File: src/rtl/kamus_pkg.sv
// Shared operation encoding (common with decoder/EX) plus LSU state, access-size types and decode helpers.
package kamus_pkg;

  typedef enum logic [5:0] {
    OP_NOP = 6'd0,
    OP_ADD = 6'd1,
    OP_SUB = 6'd2,
    OP_AND = 6'd3,
    OP_OR  = 6'd4,
    OP_XOR = 6'd5,
    OP_LB  = 6'd16,
    OP_LH  = 6'd17,
    OP_LW  = 6'd18,
    OP_LBU = 6'd19,
    OP_LHU = 6'd20,
    OP_SB  = 6'd24,
    OP_SH  = 6'd25,
    OP_SW  = 6'd26
  } operation_e;

  typedef enum logic [1:0] {
    IDLE = 2'd0,
    REQ  = 2'd1,
    RSP  = 2'd2
  } lsu_state_e;

  typedef enum logic [1:0] {
    BYTE = 2'd0,
    HALF = 2'd1,
    WORD = 2'd2
  } lsu_size_e;

  function automatic logic is_load(operation_e op);
    logic r;
    case (op)
      OP_LB, OP_LH, OP_LW, OP_LBU, OP_LHU: r = 1'b1;
      default:                             r = 1'b0;
    endcase
    return r;
  endfunction

  function automatic logic is_store(operation_e op);
    logic r;
    case (op)
      OP_SB, OP_SH, OP_SW: r = 1'b1;
      default:             r = 1'b0;
    endcase
    return r;
  endfunction

  function automatic lsu_size_e access_size(operation_e op);
    lsu_size_e r;
    case (op)
      OP_LB, OP_LBU, OP_SB: r = BYTE;
      OP_LH, OP_LHU, OP_SH: r = HALF;
      default:              r = WORD;
    endcase
    return r;
  endfunction

  function automatic logic is_misaligned(operation_e op, logic [1:0] addr_lo);
    logic r;
    r = 1'b0;
    if (is_load(op) || is_store(op)) begin
      case (access_size(op))
        HALF:    r = addr_lo[0];
        WORD:    r = |addr_lo;
        default: r = 1'b0;
      endcase
    end else begin
      r = 1'b0;
    end
    return r;
  endfunction

endpackage

File: src/rtl/kamus_lsu_align.sv
// Combinational byte-lane logic: store byte enables / lane replication and load extract with sign/zero extension.
module kamus_lsu_align
  import kamus_pkg::*;
(
  input  operation_e  i_st_op,
  input  logic [1:0]  i_st_addr_lo,
  input  logic [31:0] i_st_wdata,
  input  operation_e  i_ld_op,
  input  logic [1:0]  i_ld_addr_lo,
  input  logic [31:0] i_ld_rdata,
  output logic [3:0]  o_be,
  output logic [31:0] o_wdata,
  output logic [31:0] o_ld_data
);

  logic [31:0] w_byte_sh;
  logic [31:0] w_half_sh;
  logic [7:0]  w_byte;
  logic [15:0] w_half;

  always_comb begin
    o_be    = 4'b1111;
    o_wdata = i_st_wdata;
    case (access_size(i_st_op))
      BYTE: begin
        o_be    = 4'b0001 << i_st_addr_lo;
        o_wdata = {4{i_st_wdata[7:0]}};
      end
      HALF: begin
        o_be    = 4'b0011 << i_st_addr_lo;
        o_wdata = {2{i_st_wdata[15:0]}};
      end
      default: begin
        o_be    = 4'b1111;
        o_wdata = i_st_wdata;
      end
    endcase
  end

  assign w_byte_sh = i_ld_rdata >> {i_ld_addr_lo, 3'b000};
  assign w_half_sh = i_ld_rdata >> {i_ld_addr_lo[1], 4'b0000};
  assign w_byte    = w_byte_sh[7:0];
  assign w_half    = w_half_sh[15:0];

  always_comb begin
    o_ld_data = i_ld_rdata;
    case (i_ld_op)
      OP_LB:   o_ld_data = {{24{w_byte[7]}}, w_byte};
      OP_LBU:  o_ld_data = {24'h000000, w_byte};
      OP_LH:   o_ld_data = {{16{w_half[15]}}, w_half};
      OP_LHU:  o_ld_data = {16'h0000, w_half};
      default: o_ld_data = i_ld_rdata;
    endcase
  end

endmodule

File: src/rtl/kamus_lsu.sv
// MEM-stage load/store unit: IDLE->REQ->RSP handshake with L1D, pipeline stall, misalign and bus-timeout exceptions.
module kamus_lsu
  import kamus_pkg::*;
#(
  parameter int TIMEOUT_CYCLES = 256,
  parameter int TO_W           = 9
) (
  input  logic        clk_i,
  input  logic        rst_i,
  input  logic        valid_i,
  input  logic [5:0]  operation_i,
  input  logic [31:0] addr_i,
  input  logic [31:0] wdata_i,
  input  logic [4:0]  rd_addr_i,
  output logic        stall_o,
  output logic        l1d_req_o,
  output logic        l1d_we_o,
  output logic [31:0] l1d_addr_o,
  output logic [3:0]  l1d_be_o,
  output logic [31:0] l1d_wdata_o,
  input  logic        l1d_gnt_i,
  input  logic        l1d_rvalid_i,
  input  logic [31:0] l1d_rdata_i,
  output logic        wb_valid_o,
  output logic [31:0] wb_data_o,
  output logic [4:0]  wb_rd_addr_o,
  output logic        exc_misalign_o,
  output logic        exc_bus_err_o
);

  operation_e      w_op;
  logic            w_is_mem;
  logic            w_misalign;
  logic            w_retiring;
  logic            w_start;
  lsu_state_e      r_state;
  lsu_state_e      w_state_nxt;
  logic            w_gnt_acc;
  logic            w_done;
  logic            w_timeout;
  logic            w_cnt_expired;
  logic [TO_W-1:0] r_cnt;

  operation_e      r_op;
  logic [1:0]      r_addr_lo;
  logic [4:0]      r_rd;
  logic            r_req;
  logic            r_we;
  logic [31:0]     r_addr;
  logic [3:0]      r_be;
  logic [31:0]     r_wdata;
  logic            r_wb_valid;
  logic [31:0]     r_wb_data;
  logic            r_bus_err;

  logic [3:0]      w_be;
  logic [31:0]     w_wdata;
  logic [31:0]     w_ld_data;

  assign w_op       = operation_e'(operation_i);
  assign w_is_mem   = is_load(w_op) || is_store(w_op);
  assign w_misalign = is_misaligned(w_op, addr_i[1:0]);
  // The instruction that just retired (or faulted) is still on EX-MEM this cycle; never re-issue it.
  assign w_retiring = r_wb_valid || r_bus_err;
  assign w_start    = !rst_i && (r_state == IDLE) && valid_i && w_is_mem && !w_misalign && !w_retiring;

  assign w_cnt_expired = (r_cnt == TO_W'(TIMEOUT_CYCLES - 1));

  kamus_lsu_align u_align (
    .i_st_op      (w_op),
    .i_st_addr_lo (addr_i[1:0]),
    .i_st_wdata   (wdata_i),
    .i_ld_op      (r_op),
    .i_ld_addr_lo (r_addr_lo),
    .i_ld_rdata   (l1d_rdata_i),
    .o_be         (w_be),
    .o_wdata      (w_wdata),
    .o_ld_data    (w_ld_data)
  );

  always_comb begin
    w_state_nxt = r_state;
    w_gnt_acc   = 1'b0;
    w_done      = 1'b0;
    w_timeout   = 1'b0;
    case (r_state)
      IDLE: begin
        if (w_start) begin
          w_state_nxt = REQ;
        end else begin
          w_state_nxt = IDLE;
        end
      end
      REQ: begin
        if (l1d_gnt_i) begin
          w_state_nxt = RSP;
          w_gnt_acc   = 1'b1;
        end else if (w_cnt_expired) begin
          w_state_nxt = IDLE;
          w_timeout   = 1'b1;
        end else begin
          w_state_nxt = REQ;
        end
      end
      RSP: begin
        if (l1d_rvalid_i) begin
          w_state_nxt = IDLE;
          w_done      = 1'b1;
        end else if (w_cnt_expired) begin
          w_state_nxt = IDLE;
          w_timeout   = 1'b1;
        end else begin
          w_state_nxt = RSP;
        end
      end
      default: w_state_nxt = IDLE;
    endcase
  end

  always_ff @(posedge clk_i) begin
    if (rst_i) begin
      r_state    <= IDLE;
      r_cnt      <= '0;
      r_op       <= OP_NOP;
      r_addr_lo  <= 2'b00;
      r_rd       <= 5'd0;
      r_req      <= 1'b0;
      r_we       <= 1'b0;
      r_addr     <= 32'h0000_0000;
      r_be       <= 4'b0000;
      r_wdata    <= 32'h0000_0000;
      r_wb_valid <= 1'b0;
      r_wb_data  <= 32'h0000_0000;
      r_bus_err  <= 1'b0;
    end else begin
      r_state    <= w_state_nxt;
      r_req      <= (w_state_nxt == REQ);
      r_wb_valid <= w_done;
      r_bus_err  <= w_timeout;
      r_wb_data  <= (w_done && is_load(r_op)) ? w_ld_data : 32'h0000_0000;
      if (w_start || w_gnt_acc || (r_state == IDLE)) begin
        r_cnt <= '0;
      end else begin
        r_cnt <= r_cnt + TO_W'(1);
      end
      // Capture the access once; EX-MEM changes after this are ignored until we return to IDLE.
      if (w_start) begin
        r_op      <= w_op;
        r_addr_lo <= addr_i[1:0];
        r_rd      <= rd_addr_i;
        r_we      <= is_store(w_op);
        r_addr    <= {addr_i[31:2], 2'b00};
        r_be      <= w_be;
        r_wdata   <= w_wdata;
      end else begin
        r_op      <= r_op;
        r_addr_lo <= r_addr_lo;
        r_rd      <= r_rd;
        r_we      <= r_we;
        r_addr    <= r_addr;
        r_be      <= r_be;
        r_wdata   <= r_wdata;
      end
    end
  end

  assign stall_o        = !rst_i && (w_start || (r_state != IDLE));
  assign exc_misalign_o = !rst_i && (r_state == IDLE) && valid_i && w_is_mem && w_misalign && !w_retiring;
  assign l1d_req_o      = r_req;
  assign l1d_we_o       = r_we;
  assign l1d_addr_o     = r_addr;
  assign l1d_be_o       = r_be;
  assign l1d_wdata_o    = r_wdata;
  assign wb_valid_o     = r_wb_valid;
  assign wb_data_o      = r_wb_data;
  assign wb_rd_addr_o   = r_rd;
  assign exc_bus_err_o  = r_bus_err;

endmodule
File: config.mk
export PLATFORM = sky130hd
export DESIGN_NAME = kamus_lsu
export DESIGN_NICKNAME = d
export VERILOG_FILES = /design/src/rtl/kamus_pkg.sv /design/src/rtl/kamus_lsu_align.sv /design/src/rtl/kamus_lsu.sv
export SDC_FILE = /design/constraint.sdc
export NUM_CORES = 1
export LEC_CHECK = 0
export BUFFER_PORTS_ARGS = -buffer_cell sky130_fd_sc_hd__buf_2
export CAP_MARGIN = 25
export CORE_MARGIN = 2
export CORE_UTILIZATION = 55
export CTS_CLUSTER_DIAMETER = 100
export DETAILED_ROUTE_END_ITERATION = 8
export PLACE_DENSITY = 0.95
export SYNTH_ARGS = -nofsm -noshare
export SYNTH_HDL_FRONTEND = slang
export SYNTH_HIERARCHICAL = 1
export SYNTH_SLANG_ARGS = --single-unit
File: constraint.sdc
create_clock -name clk_i -period 5.2 [get_ports clk_i]
set_clock_uncertainty 0.1 [all_clocks]
set_input_delay 0.52 -clock clk_i [delete_from_list [all_inputs] [get_ports clk_i]]
set_output_delay 0.52 -clock clk_i [all_outputs]
set_load 0.01 [all_outputs]
==> flow_summary_export.csv <==
group,metric,value,unit
synthesis,synth.distinct_cells,59,
clock_tree,clk_path_buf_depth,2,
timing,setup_tns,0,ns
pwr,p_int,1.812,mW
hold_path,hp-class,"in2reg",
pwr,p_leak,3.557,nW
pwr,p_sw,0.5354,mW
pwr,combPwrFrac,7.9,%
finish,stdcell_count,1008,
clock_tree,cts_tree,"yes",
pwr,swShare,22.81,%
synthesis,ys_async_sr_fraction,0,%
worst_setup_path,cp_max_fo,14,
timing,worstMarginPinSlew,1.009,ns
place,placed_area,7457,um2
timing,fin_crit_sh,50.12,%
worst_setup_path,path_buf_inv,1,
finish,fin_util,70.52,%
finish,syn_to_final_growth,24.41,%
clock_tree,cts_htree_levels,4,
timing,hold_viol,0,
pwr,total_power,2.347,mW
clock_tree,post_cts_resized,0,
synthesis,synth.area.top_cells,"dfxtp_1 (39%), nand2b_1 (15%), mux2i_1 (12%)",
clock_tree,cts_buffers,17,
hold_path,min-delay-start,"addr_i[26]",
route,wire_per_inst,15.16,um
finish,regArea,2522,um2
timing,max_freq,383.7,MHz
route,drtAntennaViolNets,0,
synthesis,syn_area_per_cell,9.834,um2
finish,layout_commonest_cell,"buf_2",
synthesis,synth_area,6500,um2
pwr,p_clk_share,50.7,%
place,pre_cts_ws,2.323,ns
timing,maxSlewViolCount,0,
pwr,ir_drop,0.1686,mV
timing,holdWs,0.2668,ns
synthesis,ys_seq_elements,126,
job,drv_cap,0,
grt,gr-usage-all-layers,23.64,%
finish,final_cell_area,8087,um2
synthesis,synth_edf_count,0,
place,gp_congestion,0.8245,
route,routed-via-count,5313,
grt,first_global_vias,5326,
synthesis,ys.flop_type,"dfxtp_1",
worst_setup_path,reg2reg_from,"r_state[0]",
pwr,pwr-share-seq,41.4,%
place,placed_cells,975,
clock_tree,cts.sinks,126,
finish,antenna_cells,0,
clock_tree,root_buffer,"clkbuf_16",
pwr,p_per_area,290.3,nW/um2
grt,grt-ovfl-total,0,
synthesis,ys_warn_count,6,
route,vias_per_cell,5.271,
worst_setup_path,crit_family,"simple AND/OR/NAND/NOR gates",
timing,setup_viol,0,
synthesis,synthCells,661,
worst_setup_path,worstSetupEndpointType,"register",
clock_tree,hold_buffers,0,
clock_tree,cts_setup_buffers,0,
route,drtIter0Drc,332,
clock_tree,clkLatencyLatePin,0.41,ns
floorplan,coreArea,11470,um2
place,dp_hpwl,10550,um
grt,antenna_found_initial,0,
floorplan,start_util,56.68,%
grt,grt_max_degree,164,
finish,mostFrequentLayoutCells,"buf_2 (219), nand2b_1 (158), dfxtp_1 (126)",
finish,finalNetCount,970,
timing,slew_headroom,32.74,%
route,dr.pass1.iters,4,
finish,multi_input_area,3566,um2
grt,grt_pass1_wl,24470,um
worst_setup_path,critPathRequiredTime,5.36,ns
synthesis,synth_top_area_share,38.81,%
place,port_buffers,220,
finish,drive_gt1_share,36.18,%
synthesis,yosysSeqAreaShare,38.81,%
worst_setup_path,cp-start-kind,"primary input",
timing,setup_ws,2.594,ns
timing,layout_min_cycle_time,2.606,ns
floorplan,dieHeight,112.7,um
route,drc,0,
finish,fillers,857,
worst_setup_path,setup.worst_path.class,"in2reg",
worst_setup_path,critPathSlowestCell,"a211oi_2",
status,status,"completed",
synthesis,yosysTopAreaCell,"dfxtp_1",
floorplan,die_x,112.7,um
route,routed_wl,15280,um
floorplan,dieArea,12700,um2
worst_setup_path,crit_start,"operation_i[2]",
worst_setup_path,path_cells,"buf_2 -> or3b_1 -> a211oi_2 -> or2_2 -> mux2_2 -> nand2b_1 -> mux2i_1",
worst_setup_path,critPathMaxStageDelay,0.74,ns
clock_tree,clkTransAtPathRegs,0.06,ns
floorplan,io_pins,223,
floorplan,rows,39,
timing,rsz0062_at_grt,"no",
worst_setup_path,crit_arrival,2.76,ns
[synth_stat cells (all sizes together) (3+ instances only)]
cell and count:
a211o 3, a211oi 4, a21o 16, a21oi 8, a221o 8, a22oi 14, and2 32, buf 31
clkbuf 23, dfxtp 126, ha 6, inv 15, mux2 36, mux2i 80, nand2 20, nand2b 158
nand3 3, nor2 19, nor2b 4, nor3 3, nor3b 3, nor4 3, o21ai 16, xnor2 4
xor2 3
[power groups by stage]
stage	sequential [mW]	combinational, mW	clock, mW
final	0.972	0.184	1.19
after CTS	0.972	0.182	1.21
after detailed placement	0.993	0.178	0
after global routing	0.972	0.201	1.25
after floorplan	0.994	0.110	0
after global placement	0.993	0.173	0
[final cells by class]
class | instances | share of cell area, %
clock buffers | 20 | 5.771
clock inverters | 12 | 1.671
inverters | 15 | 0.6963
multi-input cells | 467 | 44.10
flip-flops and latches | 126 | 31.19
well taps | 143 | 2.213
repair buffers | 225 | 14.36
[kinds of logic (layout without fill, tap and decap cells)]
group                      Yosys count  count (layout)  share of synthesized area [%]
AOI/OAI and AO/OA                   74              74                          8.585
other                                1               2                        0.05769
DFF                                126             126                          38.81
adders and majority gates            6               6                          1.155
xor gates and xnor gates             7               7                         0.9432
and+or+nand+nor                    261             261                          24.97
buffers and inverters               69             272                          6.583
muxes                              117             117                          18.90
[sequential cells by signal (all words and copies together), names as in the netlist]
name           flops
l1d_req_o          1
r_cnt              9
l1d_we_o           1
l1d_be_o           4
wb_rd_addr_o       5
l1d_addr_o        30
wb_data_o         32
exc_bus_err_o      1
wb_valid_o         1
r_state            2
l1d_wdata_o       32
r_op               6
r_addr_lo          2
[tightest hold or removal path, delay by kind of cell]
kind / cells / cell delay, ns
multiplexers: 1 / 0.06
buffers and inverters: 1 / 0.09
AND/OR/NAND/NOR: 1 / 0.05
[metal layers]
layer | up-vias | share of wire, % | GRT usage (%)
met5 | - | 0 | 0
met4 | 0 | 3.3 | 11.22
met3 | 42 | 7.3 | 6.802
met2 | 198 | 49 | 40.24
met1 | 2483 | 41 | 27.42
li1 | 2590 | - | -
[worst paths after layout]
| check | endpoint | slack [ns] | cells after the start |
|---|---|---|---|
| worst min register to register | r_cnt[0] | 0.36 | 1 |
| worst max-delay path | l1d_wdata_o[23] | 2.59 | 7 |
| worst max register to register | l1d_wdata_o[14] | 2.75 | 6 |
| worst min-delay path | l1d_addr_o[26] | 0.27 | 3 |
(Power assumes the default switching activity.)
